<file path="config.mk">
export PLATFORM = sky130hd
export DESIGN_NAME = cnu_serial_flat
export DESIGN_NICKNAME = d
export VERILOG_FILES = /design/src/rtl/cnu_if.sv /design/src/rtl/cnu_serial.sv /design/src/flat_wrapper.sv
export SDC_FILE = /design/constraint.sdc
export NUM_CORES = 1
export LEC_CHECK = 0
export CAP_MARGIN = 20
export CORE_UTILIZATION = 52
export CTS_CLUSTER_SIZE = 40
export DETAILED_ROUTE_END_ITERATION = 10
export PLACE_DENSITY = 0.75
export SLEW_MARGIN = 20
export SYNTH_ARGS = -nofsm -noshare
export SYNTH_HDL_FRONTEND = slang
export SYNTH_SLANG_ARGS = --single-unit
</file>
<file path="constraint.sdc">
create_clock -name clk -period 1.9 [get_ports clk]
set_input_delay 0.285 -clock clk [delete_from_list [all_inputs] [get_ports clk]]
set_output_delay 0.285 -clock clk [all_outputs]
set_load 0.1 [all_outputs]
</file>
<file path="src/rtl/cnu_if.sv">
// Handshake bundle between the VNU array and the serial check node unit.
interface cnu_if #(
  parameter int MAG_W = 4
) ();
  logic             in_valid;
  logic             in_ready;
  logic [MAG_W+1:0] in_msg;
  logic             out_valid;
  logic             out_ready;
  logic [MAG_W:0]   out_msg;
  logic             out_last;
  logic             parity_valid;
  logic             parity_ok;

  modport master (
    output in_valid, in_msg, out_ready,
    input  in_ready, out_valid, out_msg, out_last, parity_valid, parity_ok
  );

  modport slave (
    input  in_valid, in_msg, out_ready,
    output in_ready, out_valid, out_msg, out_last, parity_valid, parity_ok
  );
endinterface

</file>
<file path="src/rtl/cnu_serial.sv">
// Serial offset-min-sum check node: accumulates one row of VNU messages, then
// replays per-edge extrinsic messages while the next row accumulates.
module cnu_serial #(
  parameter int DEG    = 6,
  parameter int MAG_W  = 4,
  parameter int OFFSET = 0
) (
  input  logic  clk,
  input  logic  rst,
  cnu_if.slave  bus
);
  localparam int CW = (DEG > 1) ? $clog2(DEG) : 1;
  localparam logic [MAG_W-1:0] MAG_MAX = '1;
  localparam logic [CW-1:0]    LAST_IDX = CW'(DEG - 1);

  typedef enum logic {IDLE, EMIT} state_t;

  // front end: running row statistics
  logic [CW-1:0]    cnt;
  logic [MAG_W-1:0] min1, min2;
  logic [CW-1:0]    idx1;
  logic             sp, hx;
  logic [DEG-1:0]   sgn;

  logic [MAG_W-1:0] in_mag;
  logic             in_sgn, in_hd;
  logic [MAG_W-1:0] n_min1, n_min2;
  logic [CW-1:0]    n_idx1;
  logic             n_sp, n_hx;
  logic [DEG-1:0]   n_sgn;
  logic             in_xfer, last_in, handoff;

  assign in_mag = bus.in_msg[MAG_W-1:0];
  assign in_sgn = bus.in_msg[MAG_W];
  assign in_hd  = bus.in_msg[MAG_W+1];

  // statistics including the message currently offered; the handoff copies
  // these directly so the snapshot never misses the row's last message
  always_comb begin
    n_min1 = min1;
    n_min2 = min2;
    n_idx1 = idx1;
    n_sp   = sp ^ in_sgn;
    n_hx   = hx ^ in_hd;
    n_sgn  = sgn;
    n_sgn[cnt] = in_sgn;
    if (in_mag < min1) begin
      n_min2 = min1;
      n_min1 = in_mag;
      n_idx1 = cnt;
    end else if (in_mag < min2) begin
      n_min2 = in_mag;
    end
  end

  assign in_xfer = bus.in_valid & bus.in_ready;
  assign last_in = (cnt == LAST_IDX);
  assign handoff = in_xfer & last_in;

  always_ff @(posedge clk or posedge rst) begin
    if (rst) begin
      cnt  <= '0;
      min1 <= MAG_MAX;
      min2 <= MAG_MAX;
      idx1 <= '0;
      sp   <= 1'b0;
      hx   <= 1'b0;
      sgn  <= '0;
    end else if (in_xfer) begin
      sgn <= n_sgn;
      if (last_in) begin
        cnt  <= '0;
        min1 <= MAG_MAX;
        min2 <= MAG_MAX;
        idx1 <= '0;
        sp   <= 1'b0;
        hx   <= 1'b0;
      end else begin
        cnt  <= cnt + CW'(1);
        min1 <= n_min1;
        min2 <= n_min2;
        idx1 <= n_idx1;
        sp   <= n_sp;
        hx   <= n_hx;
      end
    end
  end

  // back end: snapshot of the completed row and the emit sequencer
  state_t           state, state_d;
  logic [CW-1:0]    j;
  logic [MAG_W-1:0] b_min1, b_min2;
  logic [CW-1:0]    b_idx1;
  logic             b_sp;
  logic [DEG-1:0]   b_sgn;
  logic             par_vld, par_ok;

  logic             emit, out_xfer, last_out;
  logic [MAG_W-1:0] raw, mag;
  logic [MAG_W:0]   diff;
  logic             osgn;

  assign emit     = (state == EMIT);
  assign last_out = (j == LAST_IDX);
  assign out_xfer = emit & bus.out_ready;

  always_comb begin
    state_d = state;
    case (state)
      IDLE: if (handoff) state_d = EMIT;
      EMIT: if (out_xfer && last_out && !handoff) state_d = IDLE;
      default: state_d = IDLE;
    endcase
  end

  always_ff @(posedge clk or posedge rst) begin
    if (rst) begin
      state   <= IDLE;
      j       <= '0;
      b_min1  <= '0;
      b_min2  <= '0;
      b_idx1  <= '0;
      b_sp    <= 1'b0;
      b_sgn   <= '0;
      par_vld <= 1'b0;
      par_ok  <= 1'b0;
    end else begin
      state   <= state_d;
      par_vld <= handoff;
      if (handoff) begin
        b_min1 <= n_min1;
        b_min2 <= n_min2;
        b_idx1 <= n_idx1;
        b_sp   <= n_sp;
        b_sgn  <= n_sgn;
        par_ok <= ~n_hx;
        j      <= '0;
      end else if (out_xfer) begin
        j <= last_out ? '0 : j + CW'(1);
      end
    end
  end

  // extrinsic magnitude excludes the edge's own contribution; a negative
  // difference shows up in the extra top bit and saturates to zero
  always_comb begin
    raw  = (j == b_idx1) ? b_min2 : b_min1;
    diff = {1'b0, raw} - (MAG_W+1)'(OFFSET);
    mag  = diff[MAG_W] ? '0 : diff[MAG_W-1:0];
    osgn = (b_sp ^ b_sgn[j]) & (mag != '0);
  end

  assign bus.out_valid    = emit;
  assign bus.out_msg      = emit ? {osgn, mag} : '0;
  assign bus.out_last     = emit & last_out;
  assign bus.parity_valid = par_vld;
  assign bus.parity_ok    = par_ok;
  // only the row-closing message can be held off, and only while the
  // snapshot is still being replayed
  assign bus.in_ready     = ~(last_in & emit & ~(out_xfer & last_out));
endmodule

</file>
<file path="src/flat_wrapper.sv">
// flat-port wrapper written by rule: the top's interface ports become plain ports
module cnu_serial_flat 
#(
  parameter int DEG    = 6,
  parameter int MAG_W  = 4,
  parameter int OFFSET = 0
)
  (clk, rst, bus_in_valid, bus_in_msg, bus_out_ready, bus_in_ready, bus_out_valid, bus_out_msg, bus_out_last, bus_parity_valid, bus_parity_ok);
  cnu_if #(.MAG_W(MAG_W)) bus_i ();
  input  logic clk;
  input  logic rst;
  input wire logic [$bits(bus_i.in_valid)-1:0] bus_in_valid;
  input wire logic [$bits(bus_i.in_msg)-1:0] bus_in_msg;
  input wire logic [$bits(bus_i.out_ready)-1:0] bus_out_ready;
  output wire logic [$bits(bus_i.in_ready)-1:0] bus_in_ready;
  output wire logic [$bits(bus_i.out_valid)-1:0] bus_out_valid;
  output wire logic [$bits(bus_i.out_msg)-1:0] bus_out_msg;
  output wire logic [$bits(bus_i.out_last)-1:0] bus_out_last;
  output wire logic [$bits(bus_i.parity_valid)-1:0] bus_parity_valid;
  output wire logic [$bits(bus_i.parity_ok)-1:0] bus_parity_ok;
  assign bus_i.in_valid = bus_in_valid;
  assign bus_i.in_msg = bus_in_msg;
  assign bus_i.out_ready = bus_out_ready;
  assign bus_in_ready = bus_i.in_ready;
  assign bus_out_valid = bus_i.out_valid;
  assign bus_out_msg = bus_i.out_msg;
  assign bus_out_last = bus_i.out_last;
  assign bus_parity_valid = bus_i.parity_valid;
  assign bus_parity_ok = bus_i.parity_ok;
  cnu_serial #(.DEG(DEG), .MAG_W(MAG_W), .OFFSET(OFFSET)) u_core (.clk(clk), .rst(rst), .bus(bus_i));
endmodule
</file>
After elaboration in Yosys (flattened, before gate mapping) --
Cells that the tools add are included.
Storage, ports and cells: flip-flop bits (word level) 46, input bits 10, output and inout bits 10, logic and storage cells 70
Cells by class: add/sub/neg operators 2, magnitude comparators 5, equality and inequality tests 3, mux-type cells 23, bitwise operators 15, reduce and logical (&&, ||, !) cells 6
Operator list (number):
- two-way mux 4 bit | 6
- two-way mux 3 bit | 6
- bitwise AND 1 bit | 8
- less-than comparator 3 x 4 -> 1 bit, second input constant | 2
- less-than comparator 4 bit | 2
- adder 3 x 1 -> 3 bit, second input constant | 2
- bitwise mux 6 bit | 1
- == test 3 bit, second input constant | 2
- two-way mux 1 bit | 6
- two-way mux 5 bit | 1
- NOT 1 bit | 4
- nonzero test 4 bit | 1
- binary-select mux 1 bit (select 3 bit) | 1
- demux 1 bit (select 3 bit) | 1
- == test 3 bit | 1
- >= comparator 3 x 1 -> 1 bit, second input constant | 1
- logical AND 1 bit | 3
- bitwise XOR 1 bit | 3
- case mux 1 bit (2 select lines) | 1
- nonzero test 2 bit | 1
- logical NOT 1 bit | 1

Depth between registers and ports, before layout --
depth in word-level cells 11, gate-level depth with buffers 7, gate-level depth less buffers 6

Least setup slack after synthesis --
Ideal clock, no wire load.
path type flip-flop to output port, from register u_core.state (netlist: u_core.bus.out_valid), to output bus_out_msg[0], arrival time 2.583 ns, setup slack -0.968 ns, stages on the path, launching flop included 3, path buffers 0, path through dfrtp_1 inv_2 nor2_1
On the way: longest elaborated chain between the ends 1
Ends and longest elaborated chain:
- start: declaration | line cnu_serial.sv:90 | state_t state, state_d;
- start signal: assignment | line cnu_serial.sv:128 | state <= state_d;
- two-way mux 5 bit | line cnu_serial.sv:154 | assign bus.out_msg = emit ? {osgn, mag} : '0;
- end: declaration | line flat_wrapper.sv:17 | output wire logic [$bits(bus_i.out_msg)-1:0] bus_out_msg;
No other way between the ends.

Worst setup path in the final report --
from register u_core.j[0], to output bus_out_msg[4]
On the way: longest elaborated chain between the ends 5, elaborated cells between the ends (all ways) 8, classes of those cells eq/ne (1); mux (4); bitwise (2); reduce/logical (1)
Ends and longest elaborated chain:
- start: declaration | line cnu_serial.sv:91 | logic [CW-1:0] j;
- start signal: assignment | line cnu_serial.sv:139 | j <= last_out ? '0 : j + CW'(1);
- binary-select mux 1 bit (select 3 bit) / == test 3 bit (equally long branches) | line cnu_serial.sv:150, cnu_serial.sv:147
- two-way mux 1 bit (implied by the code) / two-way mux 4 bit (equally long branches) | line cnu_serial.sv:150, cnu_serial.sv:147
- bitwise XOR 1 bit / nonzero test 4 bit (equally long branches) | line cnu_serial.sv:150 | osgn = (b_sp ^ b_sgn[j]) & (mag != '0);
- bitwise AND 1 bit * | line cnu_serial.sv:150
- two-way mux 5 bit * | line cnu_serial.sv:154
Every way passes the cells marked *; elsewhere a longest branch is shown, timed or not. The select of a mux whose other input is x is not followed.

==> qor.csv <==
stage,metric,value,unit
outcome,status,finished with violations,
outcome,failing checks,setup timing,
synthesis,asr flop ratio synth,100.0,%
detailed_routing,via/cell ratio,5.751,
synthesis,"Top FF cell, synth",dfrtp_1,
place,GP Congestion,0.9186,
detailed_routing,Pre-Repair DR Iteration Count,4,
finish,layout cells sized above 1,37.58,%
clock_network,CTS root buffer,clkbuf_8,
synthesis,largest cells by area after synthesis,"dfrtp_1 (36%), dfstp_2 (8.2%), nand2_1 (5.1%)",
synthesis,Synth Area in Simple Gates,19.60,%
critical_path,CP max stage cell,mux4_2,
die,I/O pins,20,
synthesis,cells after synthesis,260,
flow_run,Max Cap Violations,0,
synthesis,"FF+latch count, synth",45,
synthesis,Yosys warnings,0,
global_route,vias in the first global route,1894,
synthesis,post-synthesis compound-gate area fraction,18.57,%
detailed_routing,WL per Instance,16.42,µm
synthesis,post-synthesis sequential area ratio,44.49,%
detailed_routing,Post-DRT Antenna Nets,0,
critical_path,Worst Setup End Kind,output port,
timing,clk_skew,9.278,ps
clock_network,TritonCTS clock tree,done,
global_route,gr ovfl total,0,
die,Die Area,5196,µm²
detailed_routing,drt total wl,6.256,mm
synthesis,Post-synth EDFFs,0,
timing,Post-Route Setup TNS,-1426,ps
place,DP HPWL,4.185,mm
finish,# diodes,0,
detailed_routing,initial detailed-routing violation count,146,
place,placed cell area,3176,µm²
critical_path,CP max FO,3,
global_route,global-route wire length before repair,9.763,mm
finish,Final Net Count,329,
power_and_ir_drop,power per cell area,1915,nW/µm²
synthesis,Synth Area in XOR/XNOR,1.715,%
detailed_routing,via count,2191,
synthesis,Mapped Area,2554,µm²
clock_network,Num CTS Buffers,5,
timing,Final WS setup,-293.7,ps
critical_path,"Arr. time, crit path",1910,ps
global_route,initial antenna violation count,0,
die,Initial Util,54.07,%
power_and_ir_drop,Leakage,1.517,nW
clock_network,"Reg clk slew, reported paths",90,ps
timing,fin crit period,2194,ps
timing,RSZ-0062 raised after global routing,true,
timing,final count of negative-setup-slack endpoints,5,
detailed_routing,DRC viols,0,
die,core area,4723,µm²
power_and_ir_drop,Tot Pwr,6.736,mW
synthesis,largest family of logic cells by synthesized area,simple AND/OR/NAND/NOR gates,
synthesis,post-synthesis adder-cell area fraction,2.940,%
die,num rows,25,
critical_path,Startpoint Class,flop,
power_and_ir_drop,peak supply drop,1.084,mV
timing,max-slew violation count,0,
synthesis,most common cell in the netlist,dfrtp_1,
global_route,total track usage,24.59,%
timing,Final Hold Fails,0,
clock_network,Clock Sinks,45,
timing,final worst path period share,115.5,%
place,IO buf count,19,
critical_path,Worst path max stage delay,510,ps
synthesis,syn_area_per_cell,9.822,µm²
critical_path,cell family with the largest share of critical-path delay,multiplexers,
critical_path,Reg2Reg Setup Slack,0,ps
timing,worst-margin pin slew,448.6,ps
global_route,pin count of the biggest net entering global routing,46,
timing,f_max,455.8,MHz
clock_network,H-tree depth,2,
clock_network,Clock Latency Late Sink,310,ps
synthesis,Synth cell types,53,
die,Die Wd,72.08,µm
critical_path,CP cell instances,"mux4_2, nor2b_4, o21ai_1, and4b_4, buf_12",
finish,"Area growth, synth to finish",37.78,%
finish,fin area,3518,µm²
critical_path,worst path required time,1620,ps
clock_network,worst-case clock buffer depth,2,
synthesis,Yosys top cell by area,dfrtp_1,
critical_path,crit path kind,reg2out,
die,die height,72.08,µm
synthesis,top cell type's share of synthesized area,36.26,%
synthesis,Synthesized Nets,276,
synthesis,mux contribution to synthesized area,7.888,%
synthesis,most frequent cells after synthesis,"dfrtp_1 (37), nand2_1 (35), nor2_1 (26), o21ai_0 (19), mux2i_1 (13)",
min_path,worst hold path type,in2async,
critical_path,CP Buf/Inv Count,1,
timing,slew margin rel.,70.02,%
[cell type report]
cell class / instances / area, µm²
Clock buffer: 7 / 86.33
Clock inverter: 1 / 30.03
Fill cell: 287 / 1205
Inverter: 11 / 41.29
Multi-Input combinational cell: 190 / 1533
Sequential cell: 45 / 1137
Tap cell: 67 / 83.83
Timing Repair Buffer: 60 / 606.8
[logic make-up (layout without fill, tap and decap cells)]
family,after synthesis,count (layout)
AO/OA/AOI/OAI,67,67
XOR/XNOR,5,5
adder cells (fa/ha/maj),6,6
buffers and inverters,25,79
flip-flops,45,45
multiplexers,18,18
AND/OR/NAND/NOR,94,94
[registers in the layout, indices dropped and copies added (netlist names)]
name,count
u_core.bus.parity_valid,1
u_core.hx,1
u_core.b_sgn,6
u_core.j,3
u_core.b_min2,4
u_core.sp,1
u_core.cnt,3
u_core.min2,4
u_core.b_idx1,3
u_core.bus.parity_ok,1
u_core.sgn,5
u_core.bus.out_valid,1
u_core.idx1,3
u_core.min1,4
u_core.b_sp,1
u_core.b_min1,4
[per-layer routing]
metal	track usage [%]	wire length [µm]
met3	5.278	305
met2	36.45	2975
met4	6.972	74
met5	0	0
met1	36.47	2900
[worst min-delay path: cells and delay by family]
kind / cells / cell delay (ps)
buf+inv: 3 / 700
[cell usage in the layout, fill, tap and decap left out, types with 5 or more instances in the layout]
master           instances
a21oi_1                  7
a31oi_1                  8
buf_12                  10
buf_4                   37
clkbuf_8                 6
clkdlybuf4s50_1          9
dfrtp_1                 36
dfstp_2                  8
ha_4                     5
inv_2                    6
mux2i_1                  8
nand2_1                 35
nor2_1                  21
nor3_1                   5
o21ai_0                 15
o21ai_1                  7
[per-stage QoR]
stage	util, %	worst slack (ps)	hold WS [ps]	std cells
CTS	70.46	-308.3	331.5	376
detailed placement	67.23	-247.1	477.9	368
floorplan	-	-53.95	402.0	260
finish	74.49	-293.7	307.2	381
global route	74.49	-370.1	337.5	381
global placement	67.23	-184.1	455.3	368
[power breakdown]
part	total [mW]	switching, mW	internal [mW]
clock	0.762	0.333	0.429
sequential	1.87	0.416	1.46
combinational	4.10	2.30	1.80
[worst paths after layout]
| kind | end | depth (start not counted) | from |
|---|---|---|---|
| max | bus_out_msg[4] | 5 | u_core.j[0]$_DFFE_PP0P_ |
| min | u_core.b_sgn[1]$_DFFE_PP0P_ | 3 | rst |
| max reg2reg | u_core.min2[2]$_DFFE_PP1P_ | 8 | u_core.min1[3]$_DFFE_PP1P_ |
| min reg2reg | u_core.b_sgn[0]$_DFFE_PP0P_ | 2 | u_core.b_sgn[0]$_DFFE_PP0P_ |
| max in group asynchronous | u_core.min1[2]$_DFFE_PP1P_ | 3 | rst |
| min in group clk | u_core.b_sgn[0]$_DFFE_PP0P_ | 2 | u_core.b_sgn[0]$_DFFE_PP0P_ |
[repair_timing]
| item | in CTS | in global routing |
|---|---|---|
| buffers inserted | 0 | 5 |
| resized for setup | 8 | 29 |
| cloned | 0 | 1 |
| pin swaps | 1 | 18 |
| hold buffers | 0 | 0 |
| endpoints found under the setup margin | 7 | 22 |
Power figures use the tool's default switching activity.
